==> src/rtl/i2c_txn_sequencer_pkg.sv <==
// Shared types for the i2c transaction sequencer: FSM states, latched request
// fields and the address-byte helper.
package i2c_txn_sequencer_pkg;

  localparam int I2C_WIDTH = 8;
  localparam int RNW_BIT   = 0;

  typedef enum logic [2:0] {
    ST_IDLE   = 3'd0,
    ST_ADDR_W = 3'd1,
    ST_REG    = 3'd2,
    ST_WDATA  = 3'd3,
    ST_ADDR_R = 3'd4,
    ST_RSLOT  = 3'd5,
    ST_DRAIN  = 3'd6,
    ST_DONE   = 3'd7
  } state_e;

  typedef struct packed {
    logic                 rnw;
    logic [6:0]           dev;
    logic [I2C_WIDTH-1:0] regb;
  } req_t;

  function automatic logic [I2C_WIDTH-1:0] addr_byte(input logic [6:0] dev, input logic rnw);
    logic [I2C_WIDTH-1:0] b;
    b          = {dev, 1'b0};
    b[RNW_BIT] = rnw;
    return b;
  endfunction

endpackage

==> src/rtl/i2c_txn_sequencer_rx_timeout.sv <==
// Loadable down-counter; expired_o flags a full RX_TIMEOUT window with no reload.
module i2c_txn_sequencer_rx_timeout #(
  parameter int unsigned CYC = 65536
) (
  input  logic clk_i,
  input  logic rst_i,
  input  logic load_i,
  output logic expired_o
);

  localparam int CW = $clog2(CYC + 1);
  localparam logic [CW-1:0] RELOAD = CW'(CYC - 1);

  logic [CW-1:0] cnt_q, cnt_d;

  always_comb begin
    cnt_d = cnt_q;
    if (load_i)             cnt_d = RELOAD;
    else if (cnt_q != '0)   cnt_d = cnt_q - CW'(1);
  end

  always_ff @(posedge clk_i or posedge rst_i) begin
    if (rst_i) cnt_q <= RELOAD;
    else       cnt_q <= cnt_d;
  end

  // A pop in the same cycle wins over expiry.
  assign expired_o = (cnt_q == '0) && !load_i;

endmodule

==> src/rtl/i2c_txn_sequencer.sv <==
// Converts register-level read/write requests into i2c core tx packets and
// drains the core rx FIFO back to the requester. One transaction in flight.
module i2c_txn_sequencer
  import i2c_txn_sequencer_pkg::*;
#(
  parameter int MAX_LEN        = 16,
  parameter int LEN_W          = 5,
  parameter int RX_TIMEOUT_CYC = 65536
) (
  input  logic                 clk_i,
  input  logic                 rst_i,
  input  logic                 req_valid_i,
  output logic                 req_ready_o,
  input  logic                 req_rnw_i,
  input  logic [6:0]           req_dev_i,
  input  logic [7:0]           req_reg_i,
  input  logic [LEN_W-1:0]     req_len_i,
  input  logic                 wdata_valid_i,
  input  logic [7:0]           wdata_i,
  output logic                 wdata_ready_o,
  output logic                 rdata_valid_o,
  output logic [7:0]           rdata_o,
  output logic                 done_o,
  output logic                 err_o,
  output logic                 i2c_wr_stb_o,
  output logic                 i2c_restart_o,
  output logic                 i2c_stop_o,
  output logic                 i2c_cdm_o,
  output logic [7:0]           i2c_din_o,
  input  logic                 i2c_tx_full_i,
  output logic                 i2c_rd_stb_o,
  input  logic [7:0]           i2c_dout_i,
  input  logic                 i2c_rx_empty_i
);

  localparam logic [LEN_W:0] MAX_L = (LEN_W+1)'(MAX_LEN);

  state_e           state_q;
  req_t             req_q;
  logic [LEN_W-1:0] len_q, cnt_q, rcvd_q;
  logic [7:0]       rdata_q;
  logic             rdata_vld_q, done_q, err_q;

  logic             pkt_vld, last, push, drain_act, rd_stb, tmo_load, tmo_exp, bad_req;

  // Packet fields decode from state so they stay put while the tx FIFO is full.
  always_comb begin
    pkt_vld       = 1'b0;
    i2c_restart_o = 1'b0;
    i2c_stop_o    = 1'b0;
    i2c_cdm_o     = 1'b0;
    i2c_din_o     = '0;
    last          = (cnt_q == len_q - LEN_W'(1));
    case (state_q)
      ST_ADDR_W: begin
        pkt_vld       = 1'b1;
        i2c_restart_o = 1'b1;
        i2c_din_o     = addr_byte(req_q.dev, 1'b0);
      end
      ST_REG: begin
        pkt_vld    = 1'b1;
        i2c_din_o  = req_q.regb;
        i2c_stop_o = !req_q.rnw && (len_q == '0);
      end
      ST_WDATA: begin
        pkt_vld    = wdata_valid_i;
        i2c_din_o  = wdata_i;
        i2c_stop_o = last;
      end
      ST_ADDR_R: begin
        pkt_vld       = 1'b1;
        i2c_restart_o = 1'b1;
        i2c_din_o     = addr_byte(req_q.dev, 1'b1);
      end
      ST_RSLOT: begin
        pkt_vld    = !tmo_exp;
        i2c_cdm_o  = 1'b1;
        i2c_din_o  = {7'b0, last};
        i2c_stop_o = last;
      end
      default: ;
    endcase
  end

  assign push          = pkt_vld && !i2c_tx_full_i;
  assign i2c_wr_stb_o  = push;
  assign wdata_ready_o = (state_q == ST_WDATA) && wdata_valid_i && !i2c_tx_full_i;

  // Draining starts once the first read slot is in the core.
  assign drain_act    = ((state_q == ST_RSLOT) && (cnt_q != '0)) || (state_q == ST_DRAIN);
  assign rd_stb       = drain_act && !i2c_rx_empty_i && (rcvd_q != len_q);
  assign i2c_rd_stb_o = rd_stb;
  assign tmo_load     = !drain_act || rd_stb;

  assign bad_req = (req_rnw_i && (req_len_i == '0)) || ({1'b0, req_len_i} > MAX_L);

  i2c_txn_sequencer_rx_timeout #(.CYC(RX_TIMEOUT_CYC)) u_tmo (
    .clk_i     (clk_i),
    .rst_i     (rst_i),
    .load_i    (tmo_load),
    .expired_o (tmo_exp)
  );

  always_ff @(posedge clk_i or posedge rst_i) begin
    if (rst_i) begin
      state_q     <= ST_IDLE;
      req_q       <= '0;
      len_q       <= '0;
      cnt_q       <= '0;
      rcvd_q      <= '0;
      rdata_q     <= '0;
      rdata_vld_q <= 1'b0;
      done_q      <= 1'b0;
      err_q       <= 1'b0;
    end else begin
      rdata_vld_q <= rd_stb;
      done_q      <= 1'b0;
      err_q       <= 1'b0;
      if (rd_stb) begin
        rdata_q <= i2c_dout_i;
        rcvd_q  <= rcvd_q + LEN_W'(1);
      end
      case (state_q)
        ST_IDLE: if (req_valid_i) begin
          req_q  <= '{rnw: req_rnw_i, dev: req_dev_i, regb: req_reg_i};
          len_q  <= req_len_i;
          cnt_q  <= '0;
          rcvd_q <= '0;
          if (bad_req) begin
            state_q <= ST_DONE;
            done_q  <= 1'b1;
            err_q   <= 1'b1;
          end else begin
            state_q <= ST_ADDR_W;
          end
        end
        ST_ADDR_W: if (push) state_q <= ST_REG;
        ST_REG: if (push) begin
          if (req_q.rnw)          state_q <= ST_ADDR_R;
          else if (len_q == '0) begin
            state_q <= ST_DONE;
            done_q  <= 1'b1;
          end else                state_q <= ST_WDATA;
        end
        ST_WDATA: if (push) begin
          cnt_q <= cnt_q + LEN_W'(1);
          if (last) begin
            state_q <= ST_DONE;
            done_q  <= 1'b1;
          end
        end
        ST_ADDR_R: if (push) state_q <= ST_RSLOT;
        ST_RSLOT: begin
          if (tmo_exp) begin
            state_q <= ST_DONE;
            done_q  <= 1'b1;
            err_q   <= 1'b1;
          end else if (push) begin
            cnt_q <= cnt_q + LEN_W'(1);
            if (last) state_q <= ST_DRAIN;
          end
        end
        ST_DRAIN: begin
          // Finish once the last byte has been presented on rdata.
          if ((rcvd_q == len_q) && rdata_vld_q) begin
            state_q <= ST_DONE;
            done_q  <= 1'b1;
          end else if (tmo_exp) begin
            state_q <= ST_DONE;
            done_q  <= 1'b1;
            err_q   <= 1'b1;
          end
        end
        ST_DONE: state_q <= ST_IDLE;
        default: state_q <= ST_IDLE;
      endcase
    end
  end

  assign req_ready_o   = (state_q == ST_IDLE);
  assign rdata_o       = rdata_q;
  assign rdata_valid_o = rdata_vld_q;
  assign done_o        = done_q;
  assign err_o         = err_q;

endmodule

==> config.mk <==
export PLATFORM = sky130hd
export DESIGN_NAME = i2c_txn_sequencer
export DESIGN_NICKNAME = d
export VERILOG_FILES = /design/src/rtl/i2c_txn_sequencer_pkg.sv /design/src/rtl/i2c_txn_sequencer_rx_timeout.sv /design/src/rtl/i2c_txn_sequencer.sv
export SDC_FILE = /design/constraint.sdc
export NUM_CORES = 1
export LEC_CHECK = 0
export CAP_MARGIN = 20
export CORE_MARGIN = 4
export CORE_UTILIZATION = 44
export CTS_CLUSTER_DIAMETER = 100
export CTS_CLUSTER_SIZE = 30
export DETAILED_ROUTE_END_ITERATION = 10
export GPL_ROUTABILITY_DRIVEN = 0
export PLACE_DENSITY = 0.7
export SETUP_SLACK_MARGIN = 0.4
export SYNTH_ARGS = -nofsm -noshare
export SYNTH_HDL_FRONTEND = slang
export SYNTH_SLANG_ARGS = --single-unit
export TNS_END_PERCENT = 50
==> constraint.sdc <==
create_clock -name clk_i -period 2.4 [get_ports clk_i]
set_input_delay 0.72 -clock clk_i [delete_from_list [all_inputs] [get_ports clk_i]]
set_output_delay 0.72 -clock clk_i [all_outputs]
set_load 0.02 [all_outputs]
# --- Word level (Yosys, flattened, before mapping) ---
# Cells that the tools add are included.
word_totals:
  regBits: 62
  word_cells: 111
  out_inout_bits: 26
  inputBits: 43
op_classes:
  n_eq_ne: 20
  add_sub_neg: 4
  n_reduce_logical: 33
  muxes: 41
  n_lt_le_gt_ge: 1
ops:
  columns: ["operator", "n"]
  rows:
  - ["3-bit 2-to-1 mux", 14]
  - ["8-bit case mux with 5 select lines", 1]
  - ["17-bit 2-to-1 mux", 2]
  - ["5-bit 2-to-1 mux", 6]
  - ["3-bit case mux with 8 select lines", 1]
  - ["17-bit logical NOT", 1]
  - ["17-bit nonzero test", 1]
  - ["17-bit by 1-bit subtractor with 17-bit output (second input constant)", 1]
  - ["5-bit case mux with 3 select lines", 1]
  - ["2-bit != test (second input constant)", 7]
  - ["3-bit == test (second input constant)", 4]
  - ["1-bit 2-to-1 mux", 12]
  - ["5-bit by 1-bit adder with 5-bit output (second input constant)", 2]
  - ["5-bit == test", 2]
  - ["1-bit logical AND", 10]
  - ["5-bit logical NOT", 2]
  - ["9-bit AND reduction", 1]
  - ["3-bit by 2-bit == test with 1-bit output (second input constant)", 2]
  - ["1-bit logical NOT", 6]
  - ["3-bit != test (second input constant)", 2]
  - ["1-bit case mux with 3 select lines", 2]
  - ["5-bit greater-than comparator (second input constant)", 1]
  - ["5-bit != test", 1]
  - ["1-bit case mux with 5 select lines", 1]
  - ["13 further kinds", 16]

# --- Longest topological paths before layout ---
# Gate-level depths: netlist of the first run.
depth:
  word_depth: 14
  mapped_depth: 9

# --- Hierarchy ---
# A second synthesis of the first run with hierarchy kept.
unflattened:
  hier_cells: 339
  area_unflattened_um2: 3510.9
by_module_without_submodules:
  columns: ["mod", "seq_area_each_um2", "n_inst", "cells_each", "area_per_inst_um2"]
  rows:
  - ["i2c_txn_sequencer", 1126.1, 1, 237, 2526.2]
  - ["i2c_txn_sequencer_rx_timeout", 445.4, 1, 102, 984.7]

# --- Least setup slack after synthesis of the first run ---
# No wires, ideal clock.
synth_path:
  path_type: "input to output"
  start: "input port i2c_tx_full_i"
  end: "output port wdata_ready_o"
  required_time_ps: 1680
  slack_ps: -182
  path_stages: 3
  n_path_buf: 1
  arrival_time_ps: 1862
  path_cell_list: "clkbuf_1 -> or4_1 -> nor2_1"
synth_via:
  elab_chain_len: 2
synth_lines:
  columns: ["element", "line", "rtl"]
  rows:
  - ["from (decl)", "i2c_txn_sequencer.sv:30", "input logic i2c_tx_full_i,"]
  - ["1-bit logical NOT", "i2c_txn_sequencer.sv:87", "assign wdata_ready_o = (state_q == ST_WDATA) && wdata_valid_i && !i2c_tx_full_i;"]
  - ["1-bit logical AND", "i2c_txn_sequencer.sv:87", null]
  - ["to (decl)", "i2c_txn_sequencer.sv:20", "output logic wdata_ready_o,"]
# Every way passes these cells.

# --- Worst setup path after layout of the first run ---
layout_path:
  start: "register u_tmo.cnt_q[8]"
  end: "output port i2c_wr_stb_o"
layout_via:
  elab_chain_len: 5
layout_lines:
  columns: ["element", "line", "rtl"]
  rows:
  - ["from (decl)", "i2c_txn_sequencer_rx_timeout.sv:14", "logic [CW-1:0] cnt_q, cnt_d;"]
  - ["from (signal assigned)", "i2c_txn_sequencer_rx_timeout.sv:24", "else cnt_q <= cnt_d;"]
  - ["17-bit logical NOT", "i2c_txn_sequencer_rx_timeout.sv:28", "assign expired_o = (cnt_q == '0) && !load_i;"]
  - ["1-bit logical AND", "i2c_txn_sequencer_rx_timeout.sv:28", null]
  - ["1-bit logical NOT", "i2c_txn_sequencer.sv:76", "pkt_vld = !tmo_exp;"]
  - ["1-bit case mux with 3 select lines", "i2c_txn_sequencer.sv:54", "case (state_q)"]
  - ["1-bit logical AND", "i2c_txn_sequencer.sv:85", "assign push = pkt_vld && !i2c_tx_full_i;"]
  - ["to (decl)", "i2c_txn_sequencer.sv:25", "output logic i2c_wr_stb_o,"]
# Every way passes these cells.

==> run_results.csv, run 1 <==
group,metric,value,unit
routing,wl,12740,um
timing,layout_setup_ws,-497.2,ps
clock_network,clk_pin_slew,70,ps
clock_network,cts_buffers,9,
power_and_ir_drop,switchingPower,3.122,mW
finish,insertedDiodeCount,0,
min_path,hp-class,"register to register",
flow_run,maxCapViolations,0,
global_route,grt_pass1_wl,18390,um
finish,mostFrequentLayoutCells,"buf_4 (98), nand2_1 (84), buf_6 (50), dfrtp_1 (42), clkdlybuf4s50_1 (37)",
global_route,grt_usage,0.2417,
finish,layout-drive-gt1-share,0.4696,
placed_design,dp.cells,634,
yosys,synth-seq-cells,62,
timing,worst_pin_slew,547.4,ps
finish,nets,637,
finish,layout_commonest_cell,"buf_4",
clock_network,clk_path_buf_depth,2,
routing,via_per_inst,5.565,
yosys,synth.cell_area,3478,um2
worst_setup_path,cp_max_fo,2,
placed_design,pre_cts_slack,-990.8,ps
yosys,synth-xor-area-share,0.07302,
yosys,synthAdderAreaFrac,0.02518,
placed_design,io_buffer_count,68,
die,rows,32,
die,pin_count,69,
global_route,grt-ovfl-total,0,
yosys,synth-seq-area-share,0.4518,
clock_network,clkSinkCount,62,
yosys,synthSimpleGateAreaFrac,0.2424,
timing,hold_viol,0,
routing,firstDrtPassIters,6,
yosys,synth_fp_nets,441,
power_and_ir_drop,ir_worst_vdd,750.6,uV
yosys,synth_top_family_by_area,"simple AND/OR/NAND/NOR gates",
run_status,status,"finished, violations left",
yosys,async_reset_ff_frac,1.000,
timing,setup_viol,32,
yosys,synth_compound_area_frac,0.1151,
routing,vias,3862,
power_and_ir_drop,swShare,0.4132,
routing,drt_iter0_drc,244,
die,core-area,7687,um2
power_and_ir_drop,combPwrFrac,0.643,
finish,syn_to_final_growth,78.09,%
timing,max_freq,0.3452,GHz
yosys,syn_avg_cell_area,8.896,um2
yosys,yosysWarningCount,0,
yosys,synthDistinctLibCells,54,
worst_setup_path,cp.required,1680,ps
global_route,antenna_found_initial,0,
finish,fin_cells,694,
timing,maxSlewViolCount,0,
timing,post-route-period-util,1.207,
yosys,synth.mux.area_fraction,0.05755,
die,fp.dieH,96.91,um
routing,wl_per_cell,18.36,um
timing,fin_skew,10.58,ps
timing,rsz0062_at_grt,"yes",
die,dieArea,9392,um2
worst_setup_path,crit_type,"register to output port",
power_and_ir_drop,pwr-share-seq,0.218,
clock_network,cts_tree,"yes",
timing,min_period,2897,ps
placed_design,dp_hpwl,6869,um
global_route,grt_max_degree,32,
power_and_ir_drop,p_leak,2.842,nW
worst_setup_path,worstSetupEndpointType,"output port",
run_status,violations,"negative setup slack",
worst_setup_path,worstSetupStartpointType,"register",
worst_setup_path,slowest_delay,530,ps
worst_setup_path,r2r_slack,-430,ps
clock_network,root_buffer,"clkbuf_8",
worst_setup_path,path_buf_inv,1,
power_and_ir_drop,p_clk_frac,0.138,
power_and_ir_drop,p_int,4.435,mW
die,initial_utilization,0.4525,
worst_setup_path,cp_top_family,"simple AND/OR/NAND/NOR gates",
worst_setup_path,cp_cell_sequence,"or4_4 > nand2b_4 > or3_4 > nor2_4 > o21ai_4 > buf_6",
die,fp.dieW,96.91,um
clock_network,htreeDepth,3,
clock_network,worstSkewPairLatency,360,ps
routing,drc,0,
yosys,synth_cells,391,
yosys,synth_edf_count,0,
power_and_ir_drop,powerDensity,1220,nW/um2
routing,detail-route-antenna-nets,0,
timing,max_slew_margin,0.6343,
worst_setup_path,worst_ep_arrival_time,2180,ps
global_route,first_global_vias,3784,
worst_setup_path,cp_slowest_cell,"or4_4",
yosys,synth_flop_cell,"dfrtp_1",
registers in the layout, summed over array words and instances, names as in the netlist:
name,count
cnt_q,5
done_o,1
err_o,1
len_q,5
rcvd_q,5
rdata_o,8
rdata_valid_o,1
req_q,16
state_q,3
u_tmo.cnt_q,17
metal layers:
metal  vias to the layer above  part of all wire  global-route usage
li1                       1737                 -                   -
met3                        48             0.071             0.05263
met5                         -                 0                   0
met1                      1871              0.40              0.2943
met4                         0             0.037              0.1058
met2                       206              0.49              0.4103
worst paths after layout:
path,start,endpoint,cells past startpoint
min in group asynchronous,rst_i,u_tmo.cnt_q[16],2
min reg2reg,req_q[6],req_q[6],2
min,req_q[6],req_q[6],2
max reg2reg,u_tmo.cnt_q[8],cnt_q[3],15
max in group asynchronous,rst_i,len_q[3],3
max,u_tmo.cnt_q[8],i2c_wr_stb_o,6
synth_stat cells (9+ instances only):
| cell | number | area share |
|---|---|---|
| nand2_1 | 95 | 0.10 |
| dfrtp_1 | 46 | 0.33 |
| nor2_1 | 28 | 0.030 |
| o21ai_0 | 26 | 0.037 |
| xnor2_1 | 20 | 0.050 |
| dfstp_2 | 16 | 0.12 |
| clkbuf_1 | 15 | 0.016 |
| inv_1 | 12 | 0.013 |
| nor3_1 | 12 | 0.017 |
| mux2i_1 | 11 | 0.032 |
| a21oi_1 | 9 | 0.013 |
| xor2_1 | 9 | 0.023 |
tightest hold or removal path: stages (launching register included):
cell and delay [ps]:
dfrtp_1 340, nand2_1 50, nand2_1 50
final cells by class:
| cell class | count | area, um2 |
|---|---|---|
| Fill cell | 451 | 1493 |
| Clock inverter | 4 | 70.07 |
| Sequential cell | 62 | 1577 |
| Multi-Input combinational cell | 299 | 2380 |
| Clock buffer | 12 | 145.1 |
| Timing Repair Buffer | 203 | 1844 |
| Inverter | 12 | 51.30 |
| Tap cell | 102 | 127.6 |
kinds of logic (layout without fill, tap and decap cells):
family,after synthesis,count (layout)
AO/OA/AOI/OAI,64,64
XOR/XNOR,29,29
adder cells (fa/ha/maj),7,7
buffers and inverters,30,231
flip-flops,62,62
multiplexers,19,19
AND/OR/NAND/NOR,180,180
power by group through the flow:
| stage | Combinational, mW | Clock [mW] | Sequential [mW] |
|---|---|---|---|
| after global routing | 5.13 | 1.09 | 1.69 |
| final | 4.86 | 1.04 | 1.65 |
| after global placement | 3.35 | 0 | 1.61 |
| after floorplan | 1.86 | 0 | 1.69 |
| after CTS | 4.20 | 1.04 | 1.61 |
| after detailed placement | 3.41 | 0 | 1.63 |
through the flow:
stage / utilization / total power, mW / hold WS, ps / cell area, um2 / TNS [ps]
6_report: 0.8058 / 7.557 / 475.2 / 6195 / -7583
5_1_grt: 0.8058 / 7.913 / 512.3 / 6195 / -9504
4_1_cts: 0.7604 / 6.853 / 478.2 / 5846 / -4883
3_5_place_dp: 0.6579 / 5.039 / 461.5 / 5057 / -7924
3_3_place_gp: 0.6579 / 4.962 / 457.3 / 5057 / -7751
2_1_floorplan: - / 3.556 / 445.0 / 3643 / -92.86
what timing repair did:
item	CTS	global route
buffers inserted	33	11
endpoints found under the setup margin	46	55
gates resized for setup	181	55
pin swaps	48	33
hold buffers	0	0
(Power assumes the default switching activity.)
==> inputs of run 2 (changes only) <==
--- a/config.mk
+++ b/config.mk
@@ -9,7 +9,6 @@
 export CORE_MARGIN = 4
 export CORE_UTILIZATION = 44
 export CTS_CLUSTER_DIAMETER = 100
-export CTS_CLUSTER_SIZE = 30
 export DETAILED_ROUTE_END_ITERATION = 10
 export GPL_ROUTABILITY_DRIVEN = 0
 export PLACE_DENSITY = 0.7
==> results of run 2 <==
No change in the layout: final DEF, timing and power equal those of run 1.
==> inputs of run 3 (changes only) <==
--- a/config.mk
+++ b/config.mk
@@ -6,6 +6,7 @@
 export NUM_CORES = 1
 export LEC_CHECK = 0
 export CAP_MARGIN = 20
+export CORE_ASPECT_RATIO = 0.75
 export CORE_MARGIN = 4
 export CORE_UTILIZATION = 44
 export CTS_CLUSTER_DIAMETER = 100
@@ -16,4 +17,4 @@
 export SYNTH_ARGS = -nofsm -noshare
 export SYNTH_HDL_FRONTEND = slang
 export SYNTH_SLANG_ARGS = --single-unit
-export TNS_END_PERCENT = 50
+export TNS_END_PERCENT = 30
==> run 3 against run 2 <==
The run still ends with negative setup slack left. Non-clock buffer count is 20 lower. Highest routed layer unchanged. Core utilization down 2.7 points. Die area rose by 0.16%. Power is 8.2% lower. Register-to-register slack gained 440 ps. Via count down 8.5%. Routed wire length fell by 14%. First-iteration DRC count shrank 44%. Sequential share of layout area increased by 1.5 points. Worst setup slack better by 68 ps. Count of clock-buffer cells in the layout down 1. Sequential cell count did not move. Critical endpoint unchanged.
==> run_results.csv, run 3 (same netlist as run 1, synthesis figures left out) <==
group,metric,value,unit
worst_setup_path,r2r_end,"state_q[2]",
power_and_ir_drop,powerDensity,1187,nW/um2
finish,mostFrequentLayoutCells,"buf_4 (93), nand2_1 (85), dfrtp_1 (43), clkdlybuf4s50_1 (35), buf_6 (31)",
worst_setup_path,r2r_slack,10,ps
die,initial_utilization,0.4638,
finish,layout_commonest_cell,"buf_4",
worst_setup_path,cp.required,1680,ps
finish,fin_util,0.7793,
die,core-area,7500,um2
min_path,hp-class,"register to register",
routing,firstDrtPassIters,5,
finish,insertedDiodeCount,0,
global_route,grt_max_degree,63,
timing,setup_viol,13,
die,rows,27,
routing,wl,10920,um
routing,drt_iter0_drc,137,
flow_run,maxCapViolations,0,
timing,hold_viol,0,
worst_setup_path,worstSetupEndpointType,"output port",
finish,largest_reg_flops,17,
clock_network,worstSkewPairLatency,350,ps
timing,worst_pin_slew,420.3,ps
die,fp.dieW,110.7,um
min_path,hp-start,"req_q[0]",
die,fp.dieH,85,um
timing,maxSlewViolCount,0,
placed_design,io_buffer_count,68,
placed_design,dp_hpwl,6945,um
finish,regMostFlops,"u_tmo.cnt_q",
routing,detail-route-antenna-nets,0,
routing,via_per_inst,5.250,
worst_setup_path,rr_worst_depth,13,
die,pin_count,69,
power_and_ir_drop,p_total,6.939,mW
timing,min_period,2829,ps
finish,layout-drive-gt1-share,0.4353,
clock_network,cts_buffers,9,
worst_setup_path,cp_cell_sequence,"or4_4 > nand2b_4 > or3_4 > nor2_4 > o21ai_4 > buf_6",
finish,nets,617,
routing,vias,3533,
timing,rsz0062_at_grt,"yes",
clock_network,htreeDepth,3,
worst_setup_path,cp_max_fo,2,
timing,layout_setup_ws,-429.0,ps
global_route,first_global_vias,3598,
worst_setup_path,cp_top_family,"simple AND/OR/NAND/NOR gates",
clock_network,clkSinkCount,62,
global_route,grt_usage,0.2205,
worst_setup_path,worst_ep_arrival_time,2110,ps
global_route,grt_pass1_wl,16880,um
power_and_ir_drop,ir_worst_vdd,745.8,uV
timing,holdWs,479.8,ps
timing,post-route-period-util,1.179,
clock_network,cts_tree,"yes",
run_status,violations,"negative setup slack",
power_and_ir_drop,p_leak,2.655,nW
routing,wl_per_cell,16.23,um
finish,fin_cells,673,
die,dieArea,9407,um2
global_route,antenna_found_initial,0,
routing,drc,0,
global_route,grt-ovfl-total,0,
timing,fin_skew,10.45,ps
clock_network,root_buffer,"clkbuf_8",
run_status,status,"finished, violations left",
min_path,holdPathStages,2,
min_path,worstHoldEndpoint,"req_q[0]",
timing,max_slew_margin,0.7172,
timing,max_freq,0.3535,GHz
clock_network,clk_pin_slew,70,ps
worst_setup_path,cp_slowest_cell,"or4_4",
placed_design,dp.cells,633,
timing,tns,-1609,ps
worst_setup_path,worstSetupStartpointType,"register",
clock_network,clk_path_buf_depth,2,
worst_setup_path,crit_type,"register to output port",
finish,syn_to_final_growth,68.02,%
worst_setup_path,path_buf_inv,1,
worst_setup_path,slowest_delay,530,ps
worst_setup_path,rr_startpoint,"len_q[2]",
## run 3: changes by cell type in the layout (fill, tap and decap cells not counted), sizes merged, moves of 2 or more
cell and change:
buf -21, dlygate4sd2 +3, bufinv -2, clkdlybuf4s50 -2, clkinv +2
## run 3: how the worst max path moves through the flow
stage / endpoint / cells past startpoint / from / slack, ps
floorplan: i2c_wr_stb_o / 6 / u_tmo.cnt_q[8] / -90
global placement: wdata_ready_o / 6 / wdata_valid_i / -1000
detailed placement: wdata_ready_o / 6 / wdata_valid_i / -990
CTS: i2c_wr_stb_o / 6 / u_tmo.cnt_q[8] / -420
global route: i2c_wr_stb_o / 6 / u_tmo.cnt_q[8] / -480
finish: i2c_wr_stb_o / 6 / u_tmo.cnt_q[8] / -430
## run 3: power by group
part           total [mW]  internal, mW  switching [mW]
logic                4.50          2.34            2.17
clock network       0.774         0.367           0.406
registers            1.66          1.38           0.279
total                6.94          4.09            2.85
## run 3: per-stage QoR
stage / setup slack (ps) / instance area (um2)
finish: -429.0 / 5844
global route: -475.8 / 5844
CTS: -424.9 / 5555
detailed placement: -986.4 / 5056
global placement: -995.3 / 5056
floorplan: -92.86 / 3643
## run 3: final cells by class
cell class	count	area, um2
Multi-Input combinational cell	299	2282
Fill cell	520	1655
Timing Repair Buffer	183	1653
Sequential cell	62	1575
Clock buffer	11	131.4
Tap cell	101	126.4
Inverter	12	48.80
Clock inverter	5	27.53
## run 3: timing repair
item / CTS / global route
hold buffers: 0 / 0
endpoints found under the setup margin: 46 / 47
gates resized for setup: 157 / 48
setup buffers: 15 / 9
pin swaps: 31 / 46
## run 3: routing by layer
| layer | global-route usage | part of all wire | vias up | wire length [um] |
|---|---|---|---|---|
| met3 | 0.05560 | 0.053 | 29 | 583 |
| met1 | 0.2822 | 0.44 | 1683 | 4831 |
| met4 | 0.07383 | 0.021 | 0 | 227 |
| li1 | - | - | 1690 | - |
| met5 | 0 | 0 | - | 0 |
| met2 | 0.3678 | 0.48 | 131 | 5279 |
## run 3: worst min-delay path, stage by stage (launching register included)
cell	delay [ps]
dfrtp_1	340
nand2_1	50
nand2_1	60
